$ cat src/rtl/bp_fe_ras_ckpt.sv
// Return-address stack for the front end: circular array, saturating occupancy
// count, and {ptr, count, top} checkpoints that can be restored after a mispredict.
module bp_fe_ras_ckpt #(
  parameter int vaddr_width_p = 39,
  parameter int els_p         = 8,
  localparam int ptr_width    = $clog2(els_p),
  localparam int cnt_width    = $clog2(els_p + 1),
  localparam int ckpt_width   = ptr_width + cnt_width + vaddr_width_p
) (
  input  logic                     clk_i,
  input  logic                     reset_i,
  input  logic                     call_i,
  input  logic [vaddr_width_p-1:0] addr_i,
  input  logic                     return_i,
  output logic [vaddr_width_p-1:0] tgt_o,
  output logic                     v_o,
  output logic [ckpt_width-1:0]    ckpt_o,
  input  logic                     restore_v_i,
  input  logic [ckpt_width-1:0]    restore_ckpt_i
);

  localparam logic [cnt_width-1:0] CNT_FULL = cnt_width'(els_p);

  logic [ptr_width-1:0]     r_ptr;
  logic [cnt_width-1:0]     r_cnt;
  logic [vaddr_width_p-1:0] r_mem [els_p];

  logic [ptr_width-1:0]     w_ck_ptr;
  logic [cnt_width-1:0]     w_ck_cnt;
  logic [vaddr_width_p-1:0] w_ck_top;
  logic [ptr_width-1:0]     w_ptr_inc, w_ptr_dec, w_ptr_n, w_waddr;
  logic [cnt_width-1:0]     w_cnt_n;
  logic [vaddr_width_p-1:0] w_wdata;
  logic                     w_we;

  assign w_ck_ptr  = restore_ckpt_i[ckpt_width-1 -: ptr_width];
  assign w_ck_cnt  = restore_ckpt_i[vaddr_width_p+cnt_width-1 -: cnt_width];
  assign w_ck_top  = restore_ckpt_i[vaddr_width_p-1:0];

  // Power-of-two depth: natural ptr_width-bit wrap gives modulo arithmetic.
  assign w_ptr_inc = r_ptr + 1'b1;
  assign w_ptr_dec = r_ptr - 1'b1;

  always_comb begin
    w_ptr_n = r_ptr;
    w_cnt_n = r_cnt;
    w_we    = 1'b0;
    w_waddr = r_ptr;
    w_wdata = addr_i;
    if (restore_v_i) begin
      // Rewriting the top slot undoes a speculative call that clobbered it.
      w_ptr_n = w_ck_ptr;
      w_cnt_n = w_ck_cnt;
      w_we    = (w_ck_cnt != '0);
      w_waddr = w_ck_ptr;
      w_wdata = w_ck_top;
    end else begin
      unique case ({call_i, return_i})
        2'b11: begin
          w_we = 1'b1;
          if (r_cnt == '0) w_cnt_n = cnt_width'(1);
        end
        2'b10: begin
          w_ptr_n = w_ptr_inc;
          w_we    = 1'b1;
          w_waddr = w_ptr_inc;
          if (r_cnt != CNT_FULL) w_cnt_n = r_cnt + 1'b1;
        end
        2'b01: begin
          if (r_cnt != '0) begin
            w_ptr_n = w_ptr_dec;
            w_cnt_n = r_cnt - 1'b1;
          end
        end
        default: ;
      endcase
    end
  end

  always_ff @(posedge clk_i) begin
    if (reset_i) begin
      r_ptr <= '0;
      r_cnt <= '0;
    end else begin
      r_ptr <= w_ptr_n;
      r_cnt <= w_cnt_n;
    end
  end

  // Storage is left unreset; entries outside the count are never reported valid.
  always_ff @(posedge clk_i) begin
    if (!reset_i && w_we) r_mem[w_waddr] <= w_wdata;
  end

  assign tgt_o  = r_mem[r_ptr];
  assign v_o    = (r_cnt != '0);
  assign ckpt_o = {r_ptr, r_cnt, r_mem[r_ptr]};

endmodule
$ cat config.mk
export PLATFORM = sky130hd
export DESIGN_NAME = bp_fe_ras_ckpt
export DESIGN_NICKNAME = d
export VERILOG_FILES = /design/src/rtl/bp_fe_ras_ckpt.sv
export SDC_FILE = /design/constraint.sdc
export NUM_CORES = 1
export LEC_CHECK = 0
export CELL_PAD_IN_SITES_DETAIL_PLACEMENT = 1
export CELL_PAD_IN_SITES_GLOBAL_PLACEMENT = 1
export CORE_UTILIZATION = 48
export DETAILED_ROUTE_END_ITERATION = 7
export PLACE_DENSITY_LB_ADDON = 0.05
export SYNTH_ARGS = -nofsm -noshare
export SYNTH_HDL_FRONTEND = slang
export SYNTH_SLANG_ARGS = --single-unit
$ cat constraint.sdc
create_clock -name clk_i -period 6 [get_ports clk_i]
set_clock_uncertainty 0.2 [all_clocks]
set_input_delay 1.2 -clock clk_i [delete_from_list [all_inputs] [get_ports clk_i]]
set_output_delay 1.2 -clock clk_i [all_outputs]
set_load 0.05 [all_outputs]
==> flow_summary.ini <==
[synth]
synth-seq-area-share = 0.712
synth_top_area_cell = edfxtp_1
synth_area_leaders = edfxtp_1, mux4_2, mux2_2
synth_nets = 740
synth_cells = 643
synthArstFlopShare = 0
synth_edf_count = 312
syn_avg_cell_area_um2 = 20.9
synth_top_area_share = 0.697
ys_ff_latch = 322
synth_flop_cell = edfxtp_1
ys.warnings.count = 0
syn-cell-area_mm2 = 0.0134
ys_types = 50

[floorplan]
num_rows = 60
core_mm2 = 0.0272
ios = 176
die_width_um = 169
floorplan.initialDensity = 0.495
dieArea_mm2 = 0.0287
dieHeight_um = 169

[finish]
synthToLayoutAreaGrowth_pct = 21.8
nets = 898
drive_gt1_frac = 0.286
num_antenna_cells = 0

[setup_path]
worstReg2RegEnd = r_mem[2][8]$_DFFE_PP_
critical_path_arrival_ns = 3.32
worstRegToRegCells = 6
crit_fanout = 65
start_kind = flop
critPathKind = reg -> out
required_ns = 4.60
end_kind = primary output
r2r_slack_ns = 2.52
r2r-start = r_ptr[0]$_SDFFE_PP0P_
cp-endpoint = tgt_o[6]

[outcome]
status = finished, final reports clean

[detailed_routing]
route.detailed.drc = 0
via_count = 6710
drt_iter0_drc = 525
wirelength_mm = 28.5
wl_per_cell_um = 23.9
first_pass_iters = 4
viasPerCell = 5.62
drtAntennaViolNets = 0

[timing]
fmax_mhz = 212
worst_pin_slew_ns = 1.00
fin_crit_ns = 4.72
rsz0062_at_grt = false
slew_violations = 0
tns_ns = 0
hold_violations = 0
min_period_over_period = 0.787
setup_violations = 0
slew_headroom = 0.330

[grt]
grt.total_usage = 0.205
antenna_found_initial = 0
gr-total-overflow = 0
grt_pass1_wl_mm = 43.5
grt_max_degree = 66
grt_pass1_vias = 7369

[pwr]
total_power_w = 0.00551
p_leak_nw = 5.26
peakVddDrop_uv = 206
power.density_mw_per_mm2 = 337

[job]
cap_violations = 0

[clocking]
clk_pin_slew_ns = 0.06
postCtsSetupBuffers = 0
insertion_delay_ns = 0.49
clockRootBuffer = clkbuf_16
ctsHoldBuffers = 0
cts_resized = 0
htree_levels = 2
numClockSinks = 322
clockBufferDepth = 3
cts_tree = built
numCtsBuffers = 34

[place]
place.gp.congestion = 0.774
io_buffer_count = 175
dpl.hpwl_mm = 17.6

[worst_hold_path]
hold_path_class = reg -> reg
[worst min path at each step]
| stage | cells past startpoint | to | from | slack (ns) |
|---|---|---|---|---|
| finish | 2 | flop | r_ptr[2]$_SDFFE_PP0P_ | 0.43 |
| global route | 2 | flop | r_ptr[2]$_SDFFE_PP0P_ | 0.48 |
| CTS | 2 | flop | r_ptr[2]$_SDFFE_PP0P_ | 0.43 |
| detailed placement | 2 | flop | r_ptr[2]$_SDFFE_PP0P_ | 0.42 |
| global placement | 2 | flop | r_ptr[2]$_SDFFE_PP0P_ | 0.41 |
| floorplan | 2 | r_cnt[0]$_SDFFE_PP0P_ | r_cnt[0]$_SDFFE_PP0P_ | 0.58 |
[placed cells by master, fill, tap and decap left out, types with 2 or more instances in the layout]
master	count
nor3_2	5
mux2_4	20
mux2_2	59
clkinv_1	6
a211o_1	2
mux2i_1	2
xnor2_1	4
nor2_1	3
o31ai_1	2
buf_4	16
a211oi_1	5
nor2_4	4
ha_1	7
nor2b_1	3
clkbuf_1	10
nand2b_1	3
mux4_2	78
clkbuf_16	35
dfxtp_1	7
inv_1	6
nor3_1	3
xor2_1	3
a21boi_0	2
a21oi_1	8
clkdlybuf4s50_1	174
clkinv_2	4
nand2_1	8
dfxtp_4	2
edfxtp_1	312
[power breakdown]
group	internal, W	switching (W)	total, W
combinational	0.000400	0.000583	0.000983
clock	0.00111	0.000797	0.00191
sequential	0.00256	0.0000652	0.00262
total	0.00407	0.00145	0.00551
[per-stage QoR]
| step | worst slack [ns] | std cells | hold WS (ns) | instance area (um^2) | util |
|---|---|---|---|---|---|
| 2_1_floorplan | 0.528 | 643 | 0.579 | 13400 | - |
| 6_report | 1.28 | 1194 | 0.425 | 16400 | 0.602 |
| 3_3_place_gp | 1.16 | 1137 | 0.412 | 15400 | 0.565 |
| 3_5_place_dp | 0.918 | 1137 | 0.420 | 15400 | 0.565 |
| 4_1_cts | 1.20 | 1194 | 0.428 | 16400 | 0.602 |
| 5_1_grt | 1.09 | 1194 | 0.480 | 16400 | 0.602 |
[state kept, by name, indices dropped and copies added (netlist names), named ones only]
| register | count |
|---|---|
| r_mem | 312 |
| r_ptr | 3 |
| r_cnt | 4 |
[critical path, stage by stage, from the launching register on]
cell and delay (ns):
dfxtp_4 1.00, buf_4 0.42, mux4_2 0.33, mux2_2 0.30, clkdlybuf4s50_1 0.71
[cell type report]
cell class	count	area, um^2
Inverter	8	30.0
Sequential cell	322	9580
Tap cell	372	465
Fill cell	2354	10800
Clock inverter	12	86.3
Clock buffer	45	913
Multi-Input combinational cell	243	3400
Timing Repair Buffer	192	1890
[synthesized netlist by cell type (2+ instances only)]
master and n:
a211oi_1 5, a21boi_0 2, dfxtp_1 10, xnor2_1 4, mux4_2 78, buf_4 39
o31ai_1 2, a21oi_1 8, clkbuf_1 10, mux2_4 20, mux2i_1 2, inv_1 6
nor2b_1 3, nand2b_1 3, edfxtp_1 312, a211o_1 2, mux2_2 59, nor2_1 7
nand2_1 8, xor2_1 3, ha_1 7, buf_2 17, nor3_1 7, buf_12 3
[logic make-up (layout without fill, tap and decap cells)]
family                     Yosys count  in the layout  share of synthesized area
AOI/OAI and AO/OA                   32             32                     0.0182
xor gates and xnor gates             7              7                    0.00456
adders and majority gates            7              7                    0.00652
buffers and inverters               78            257                     0.0385
DFF                                322            322                      0.712
muxes                              159            159                      0.204
and+or+nand+nor                     38             38                     0.0163
[routing by layer]
| layer | up-vias | routed length, um | share of wire | track usage |
|---|---|---|---|---|
| met2 | 196 | 14500 | 0.51 | 0.356 |
| met3 | 37 | 1360 | 0.048 | 0.0326 |
| li1 | 2914 | - | - | - |
| met4 | 0 | 528 | 0.019 | 0.0497 |
| met1 | 3563 | 12100 | 0.42 | 0.272 |
| met5 | - | 0 | 0 | 0 |
Power figures use the tool's default switching activity.
